### src/rtl/mem_arbiter_pkg.sv
// Shared definitions for the instruction/data memory-port arbiter:
// FSM state encoding and parameter defaults.
package mem_arbiter_pkg;

  typedef enum logic [1:0] {
    IDLE     = 2'd0,
    GRANT_IF = 2'd1,
    GRANT_DM = 2'd2
  } arb_state_t;

  localparam int unsigned BUS_WIDTH_DEF    = 32;
  localparam int unsigned STARVE_LIMIT_DEF = 4;

endpackage

### src/rtl/mem_arbiter.sv
// Arbitrates instruction fetch and data accesses onto one shared memory port.
// Data wins by default; fetch is forced through after STARVE_LIMIT data grants.
module mem_arbiter
  import mem_arbiter_pkg::*;
#(
  parameter int unsigned DATA_WIDTH   = BUS_WIDTH_DEF,
  parameter int unsigned STARVE_LIMIT = STARVE_LIMIT_DEF
) (
  input  logic                    clk,
  input  logic                    rst_n,
  input  logic                    if_req,
  input  logic [DATA_WIDTH-1:0]   if_addr,
  input  logic                    if_flush,
  output logic [DATA_WIDTH-1:0]   if_rdata,
  output logic                    if_valid,
  input  logic                    dm_rd,
  input  logic                    dm_wr,
  input  logic [DATA_WIDTH-1:0]   dm_addr,
  input  logic [DATA_WIDTH-1:0]   dm_wdata,
  input  logic [DATA_WIDTH/8-1:0] dm_byte_mark,
  output logic [DATA_WIDTH-1:0]   dm_rdata,
  output logic                    dm_valid,
  output logic                    mem_req,
  output logic                    mem_we,
  output logic [DATA_WIDTH-1:0]   mem_addr,
  output logic [DATA_WIDTH-1:0]   mem_wdata,
  output logic [DATA_WIDTH/8-1:0] mem_be,
  input  logic                    mem_ack,
  input  logic [DATA_WIDTH-1:0]   mem_rdata,
  output logic                    if_stall,
  output logic                    dm_stall
);

  localparam int unsigned CNT_W = (STARVE_LIMIT > 1) ? $clog2(STARVE_LIMIT + 1) : 1;

  arb_state_t       state;
  logic [CNT_W-1:0] starve_cnt;
  logic             starve_hit;
  logic             dm_any;
  logic             take_dm;
  logic             take_if;
  logic             flush_seen;

  always_comb begin
    dm_any     = dm_rd | dm_wr;
    starve_hit = (starve_cnt == CNT_W'(STARVE_LIMIT));
    take_dm    = (state == IDLE) && dm_any && !(if_req && starve_hit);
    take_if    = (state == IDLE) && if_req && !take_dm;
  end

  assign if_stall = if_req & ~if_valid;
  assign dm_stall = dm_any & ~dm_valid;

  // Counts data grants taken while a fetch is waiting; any idle fetch side clears it.
  always_ff @(posedge clk) begin
    if (!rst_n) begin
      starve_cnt <= '0;
    end else if (!if_req || take_if) begin
      starve_cnt <= '0;
    end else if (take_dm && !starve_hit) begin
      starve_cnt <= starve_cnt + 1'b1;
    end
  end

  always_ff @(posedge clk) begin
    if (!rst_n) begin
      state      <= IDLE;
      mem_req    <= 1'b0;
      mem_we     <= 1'b0;
      mem_addr   <= '0;
      mem_wdata  <= '0;
      mem_be     <= '0;
      if_rdata   <= '0;
      dm_rdata   <= '0;
      if_valid   <= 1'b0;
      dm_valid   <= 1'b0;
      flush_seen <= 1'b0;
    end else begin
      if_valid <= 1'b0;
      dm_valid <= 1'b0;
      case (state)
        IDLE: begin
          if (take_dm) begin
            state     <= GRANT_DM;
            mem_req   <= 1'b1;
            mem_we    <= dm_wr;
            mem_addr  <= dm_addr;
            mem_wdata <= dm_wdata;
            mem_be    <= dm_wr ? dm_byte_mark : '1;
          end else if (take_if) begin
            state      <= GRANT_IF;
            mem_req    <= 1'b1;
            mem_we     <= 1'b0;
            mem_addr   <= if_addr;
            mem_be     <= '1;
            flush_seen <= 1'b0;
          end
        end
        GRANT_IF: begin
          if (if_flush) flush_seen <= 1'b1;
          if (mem_ack) begin
            state    <= IDLE;
            mem_req  <= 1'b0;
            if_rdata <= mem_rdata;
            if_valid <= ~(flush_seen | if_flush);
          end
        end
        GRANT_DM: begin
          if (mem_ack) begin
            state    <= IDLE;
            mem_req  <= 1'b0;
            dm_valid <= 1'b1;
            if (!mem_we) dm_rdata <= mem_rdata;
          end
        end
        default: state <= IDLE;
      endcase
    end
  end

endmodule
### config.mk
export PLATFORM = sky130hd
export DESIGN_NAME = mem_arbiter
export DESIGN_NICKNAME = d
export VERILOG_FILES = /design/src/rtl/mem_arbiter_pkg.sv /design/src/rtl/mem_arbiter.sv
export SDC_FILE = /design/constraint.sdc
export NUM_CORES = 1
export LEC_CHECK = 0
export CAP_MARGIN = 0
export CORE_MARGIN = 10
export CORE_UTILIZATION = 43
export DETAILED_ROUTE_END_ITERATION = 10
export GPL_TIMING_DRIVEN = 0
export PLACE_DENSITY = 0.85
export SLEW_MARGIN = 25
export SYNTH_ARGS = -nofsm -noshare
export SYNTH_HDL_FRONTEND = slang
export SYNTH_SLANG_ARGS = --single-unit
export TNS_END_PERCENT = 100
### constraint.sdc
create_clock -name clk -period 3 [get_ports clk]
set_clock_uncertainty 0.2 [all_clocks]
set_input_delay 0.45 -clock clk [delete_from_list [all_inputs] [get_ports clk]]
set_output_delay 0.45 -clock clk [all_outputs]
set_load 0.1 [all_outputs]
==> results of run 1 <==
==> critical path: stages <==
cell and delay [ps]:
clkdlybuf4s50_1 670, nor2b_1 180, dlygate4sd2_1 870
==> power breakdown <==
part,internal [mW],switching (mW)
Clock,1.39,0.798
Sequential,2.03,0.0685
Combinational,0.528,1.42
==> layout make-up <==
cell class	count	area (µm²)	area share
plain buffers	64	275	0.0302
clock buffers	22	484	0.0532
clock inverters	10	135	0.0148
inverters	6	22.5	0.00247
multi-input cells	473	2370	0.260
flip-flops and latches	142	2840	0.312
well taps	172	215	0.0236
repair buffers	276	2760	0.303
==> cells in the mapped netlist (all sizes together) (2+ instances only) <==
| cell | number |
|---|---|
| buf | 21 |
| a21oi | 102 |
| dfxtp | 142 |
| clkbuf | 43 |
| inv | 6 |
| nor2b | 2 |
| o21ai | 101 |
| nand2 | 132 |
| and3 | 2 |
| a31oi | 32 |
| and2 | 2 |
| nor2 | 3 |
| nor3 | 2 |
| or3 | 2 |
| ha | 6 |
| nor4 | 2 |
| nand3 | 68 |
| o221a | 4 |
==> routing by layer <==
metal / wire length, µm / GRT usage / vias to the layer above
met5: 0 / 0 / -
met4: 1130 / 0.137 / 0
met2: 10600 / 0.398 / 269
li1: - / - / 2989
met3: 1990 / 0.0850 / 68
met1: 8360 / 0.265 / 2915
==> registers in the layout, indices dropped and copies added, names as in the netlist <==
signal      flops
dm_rdata       32
if_rdata       32
mem_addr       32
mem_wdata      32
mem_be          4
starve_cnt      3
state           2
dm_valid        1
flush_seen      1
if_valid        1
mem_req         1
mem_we          1
==> logic make-up after synthesis <==
logic type / after synthesis / synth area share
adder cells (fa/ha/maj): 6 / 0.0136
buffers and inverters: 70 / 0.0540
AND/OR/NAND/NOR: 221 / 0.177
AO/OA/AOI/OAI: 246 / 0.240
flip-flops: 142 / 0.516
==> through the flow <==
step / util / worst slack, ps / TNS (ps)
5_1_grt: 0.724 / 132 / 0
2_1_floorplan: - / 236 / 0
3_3_place_gp: 0.675 / -72.0 / -138
4_1_cts: 0.724 / 192 / 0
3_5_place_dp: 0.675 / -84.0 / -167
6_report: 0.724 / 178 / 0
==> final timing paths <==
| check | start | to | slack (ps) | cells after the start |
|---|---|---|---|---|
| max | if_req | if_stall | 180 | 3 |
| min | flush_seen$_SDFFE_PN0P_ | if_valid$_SDFF_PN0_ | 220 | 1 |
| max reg2reg | starve_cnt[0]$_SDFFE_PP0P_ | mem_addr[25]$_SDFFE_PN0P_ | 800 | 7 |
| min reg2reg | flush_seen$_SDFFE_PN0P_ | if_valid$_SDFF_PN0_ | 220 | 1 |
==> flow_summary.toml, run 1 <==
[cts]
cts_max_level = 4
clkLatencyLatePin_ps = 420
path_clk_slew_ps = 60
clock-root-buffer = "clkbuf_16"
cts_tree = "done"
numCtsBuffers = 17
cts_hold_buf = 0
clockBufferDepth = 2
clock-sinks = 142
cts-resized-gates = 2
post-cts-setup-buffer-count = 0

[sta]
hold_violations = 0
rsz0062_at_grt = "no"
whs_ps = 224
fin_crit_sh = 0.941
report.final.slew_viol_count = 0
timing.slew.headroom = 0.302
fin_crit_ps = 2820
setup_viol = 0
tightest_slew_ps = 1040
fmax_ghz = 0.354

[floorplan]
rows = 41
core_mm2 = 0.0126
ios = 277
die_area_mm2 = 0.0177
initial_core_util = 0.438
dieWidth_um = 133
chipHeight_um = 133

[synthesis]
syn_area_mm2 = 0.00551
syn-num-nets = 830
yosysTopAreaCell = "dfxtp_1"
syn_avg_cell_area_um2 = 8.04
async_reset_ff_frac = 0
netlist.area_leader.share = 0.516
yosysSeqAreaShare = 0.516
synth-seq-cells = 142
synth.distinct_cells = 38
synth-edff-count = 0
synth_area_leaders = "dfxtp_1 52%, a21oi_1 9.3%, nand2_1 9.0%, o21ai_0 9.0%, nand3_1 6.2%"
synthCells = 685
synth_warnings = 0
ys.flop_type = "dfxtp_1"

[global_route]
grt_pass1_vias = 6113
grt_max_degree = 17
grt-ovfl-total = 0
grt_pass1_wl_um = 34100
grt_usage = 0.241
antenna_found_initial = 0

[routing]
drc = 0
avgViaCountPerCell = 5.36
drtAntennaViolNets = 0
drt_wl_total_um = 22100
dr_total_vias = 6241
drt_first_pass_iters = 5
wl_per_cell_um = 19.0
drt_iter0_markers = 474

[finish]
final_common_cell = "clkdlybuf4s50_1"
most-common-layout-cells = "274 x clkdlybuf4s50_1, 142 x dfxtp_1, 132 x nand2_1, 102 x a21oi_1, 99 x o21ai_0"
fin_area_mm2 = 0.00910
final.fill_count = 984
syn2layout_area_growth_pct = 65.2
drive_above_1_share = 0.0594
fin_cells = 1165
final_net_count = 1125
antennaDiodeCount = 0

[placement]
io_buffers = 276
placed_cell_area_mm2 = 0.00849
place_congestion = 0.852
hpwlAfterDp_um = 16600
dpl.cell_count = 1133

[flow_run]
cap_violations = 0

[worst_setup_path]
arrival_ps = 2170
cp-end-kind = "output pin"
cp_max_fo = 8
setup.worst_path.start_class = "input port"
crit_type = "in -> out"
cp_data_required_time_ps = 2350

[power_and_ir_drop]
power_mw = 6.23
ir_drop_mv = 0.428
power_density_mw_per_mm2 = 684
power_leakage_nw = 3.26

[status]
outcome = "finished, final reports clean"

[worst_hold_path]
hp-class = "reg -> reg"
Power figures use the tool's default switching activity.
==> inputs of run 2 (changes only) <==
--- a/config.mk
+++ b/config.mk
@@ -7,10 +7,10 @@
 export LEC_CHECK = 0
 export CAP_MARGIN = 0
 export CORE_MARGIN = 10
-export CORE_UTILIZATION = 43
+export CORE_UTILIZATION = 36
 export DETAILED_ROUTE_END_ITERATION = 10
 export GPL_TIMING_DRIVEN = 0
-export PLACE_DENSITY = 0.85
+export PLACE_DENSITY = 0.86
 export SLEW_MARGIN = 25
 export SYNTH_ARGS = -nofsm -noshare
 export SYNTH_HDL_FRONTEND = slang
==> constraint.sdc (replaced) <==
create_clock -name clk -period 2.53 [get_ports clk]
set_clock_uncertainty 0.2 [all_clocks]
set_input_delay 0.3795 -clock clk [delete_from_list [all_inputs] [get_ports clk]]
set_output_delay 0.3795 -clock clk [all_outputs]
set_load 0.1 [all_outputs]
==> flow_summary.toml, run 2 (synthesized netlist as in run 1, its figures left out) <==
[status]
outcome = "finished, final reports clean"

[routing]
drt_first_pass_iters = 5
wl_per_cell_um = 18.8
avgViaCountPerCell = 5.26
dr_total_vias = 6216
drc = 0
drt_iter0_markers = 353
drtAntennaViolNets = 0
drt_wl_total_um = 22200

[global_route]
grt_pass1_wl_um = 33300
antenna_found_initial = 0
grt_usage = 0.206
grt_max_degree = 17
grt-ovfl-total = 0
grt_pass1_vias = 6075

[worst_setup_path]
cp-end-kind = "output pin"
cp_data_required_time_ps = 1950
critPathMaxStageDelay_ps = 1170
setup.worst_path.start_class = "flop"
cp_max_fo = 2
arrival_ps = 1920
r2r_slack_ps = 350
critical-path-top-delay-family = "buffers and inverters"
reg2reg_depth = 7
r2r-end = "mem_addr[23]$_SDFFE_PN0P_"
cp_slowest_cell = "clkdlybuf4s50_1"
crit_buf_inv = 1
crit_chain = "clkdlybuf4s50_1"
r2r-start = "state[0]$_SDFFE_PN0P_"
crit_type = "reg -> out"

[power_and_ir_drop]
ir_drop_mv = 0.520
power_leakage_nw = 3.63
power_density_mw_per_mm2 = 811

[finish]
syn2layout_area_growth_pct = 66.8
final_common_cell = "clkdlybuf4s50_1"
antennaDiodeCount = 0
most-common-layout-cells = "247 x clkdlybuf4s50_1, 142 x dfxtp_1, 132 x nand2_1, 102 x a21oi_1, 99 x o21ai_0"
multiInputGateArea_mm2 = 0.00237
fin_cells = 1181
fin_util = 0.609
final.fill_count = 1294
seq_area_mm2 = 0.00284
final_net_count = 1125
fin_area_mm2 = 0.00919
drive_above_1_share = 0.0624

[placement]
dpl.cell_count = 1149
io_buffers = 276
place_congestion = 0.836
hpwlAfterDp_um = 16700
placed_cell_area_mm2 = 0.00851

[floorplan]
rows = 45
ios = 277
dieWidth_um = 144
core_mm2 = 0.0151
chipHeight_um = 144
initial_core_util = 0.365
die_area_mm2 = 0.0207

[cts]
numCtsBuffers = 17
clock-sinks = 142
path_clk_slew_ps = 60
clockBufferDepth = 2
cts_tree = "done"
clock-root-buffer = "clkbuf_16"
post-cts-setup-buffer-count = 0
clkLatencyLatePin_ps = 410
cts_hold_buf = 0
cts_max_level = 4

[worst_hold_path]
worstHoldStart = "flush_seen$_SDFFE_PN0P_"
min_path_cells = 1
hp-class = "reg -> reg"
whs_endpoint = "if_valid$_SDFF_PN0_"

[sta]
fin_crit_sh = 0.989
report.final.slew_viol_count = 0
rsz0062_at_grt = "no"
hold_violations = 0
fmax_ghz = 0.400
timing.slew.headroom = 0.306
setup_viol = 0
fin_setup_tns_ps = 0
tightest_slew_ps = 1040
whs_ps = 226
fin_crit_ps = 2500

[flow_run]
cap_violations = 0
## run 2: worst max-delay path by stage
stage,start,end,cells past startpoint
after floorplan,dm_valid$_SDFF_PN0_,dm_stall,1
after global placement,dm_wr,dm_stall,4
after CTS,dm_rdata[24]$_SDFFE_PN0P_,dm_rdata[24],1
after global routing,mem_addr[28]$_SDFFE_PN0P_,mem_addr[28],1
final,dm_rdata[28]$_SDFFE_PN0P_,dm_rdata[28],1
after detailed placement,if_req,if_stall,3
## run 2: area by class of cell
class                      count  share of cell area
clock inverter                 7              0.0133
tap                          188              0.0256
inverter                       6             0.00245
clock buffer                  25              0.0561
multi-input combinational    473               0.258
timing repair buffer         276               0.305
buffer                        64              0.0299
sequential                   142               0.309
## run 2: routing by layer
metal	part of all wire	GRT usage
met1	0.40	0.236
met5	0	0
met3	0.074	0.0571
met4	0.037	0.103
met2	0.49	0.344
## run 2: stage by stage
step                power [mW]  worst slack, ps
finish                    7.45             27.2
global route              7.70           0.0120
CTS                       7.51             3.99
detailed placement        4.83             -444
global placement          4.82             -440
floorplan                 4.11              357
## run 2: power by group
group	switching, mW	total, mW	internal, mW
combinational	1.68	2.30	0.619
sequential	0.0800	2.48	2.40
clock	0.953	2.67	1.72
total	2.71	7.45	4.74
## run 2: repair_timing
action / 4_1_cts / 5_1_grt
pin swaps: 0 / 0
resized for setup: 14 / 19
setup endpoints to repair: 10 / 19
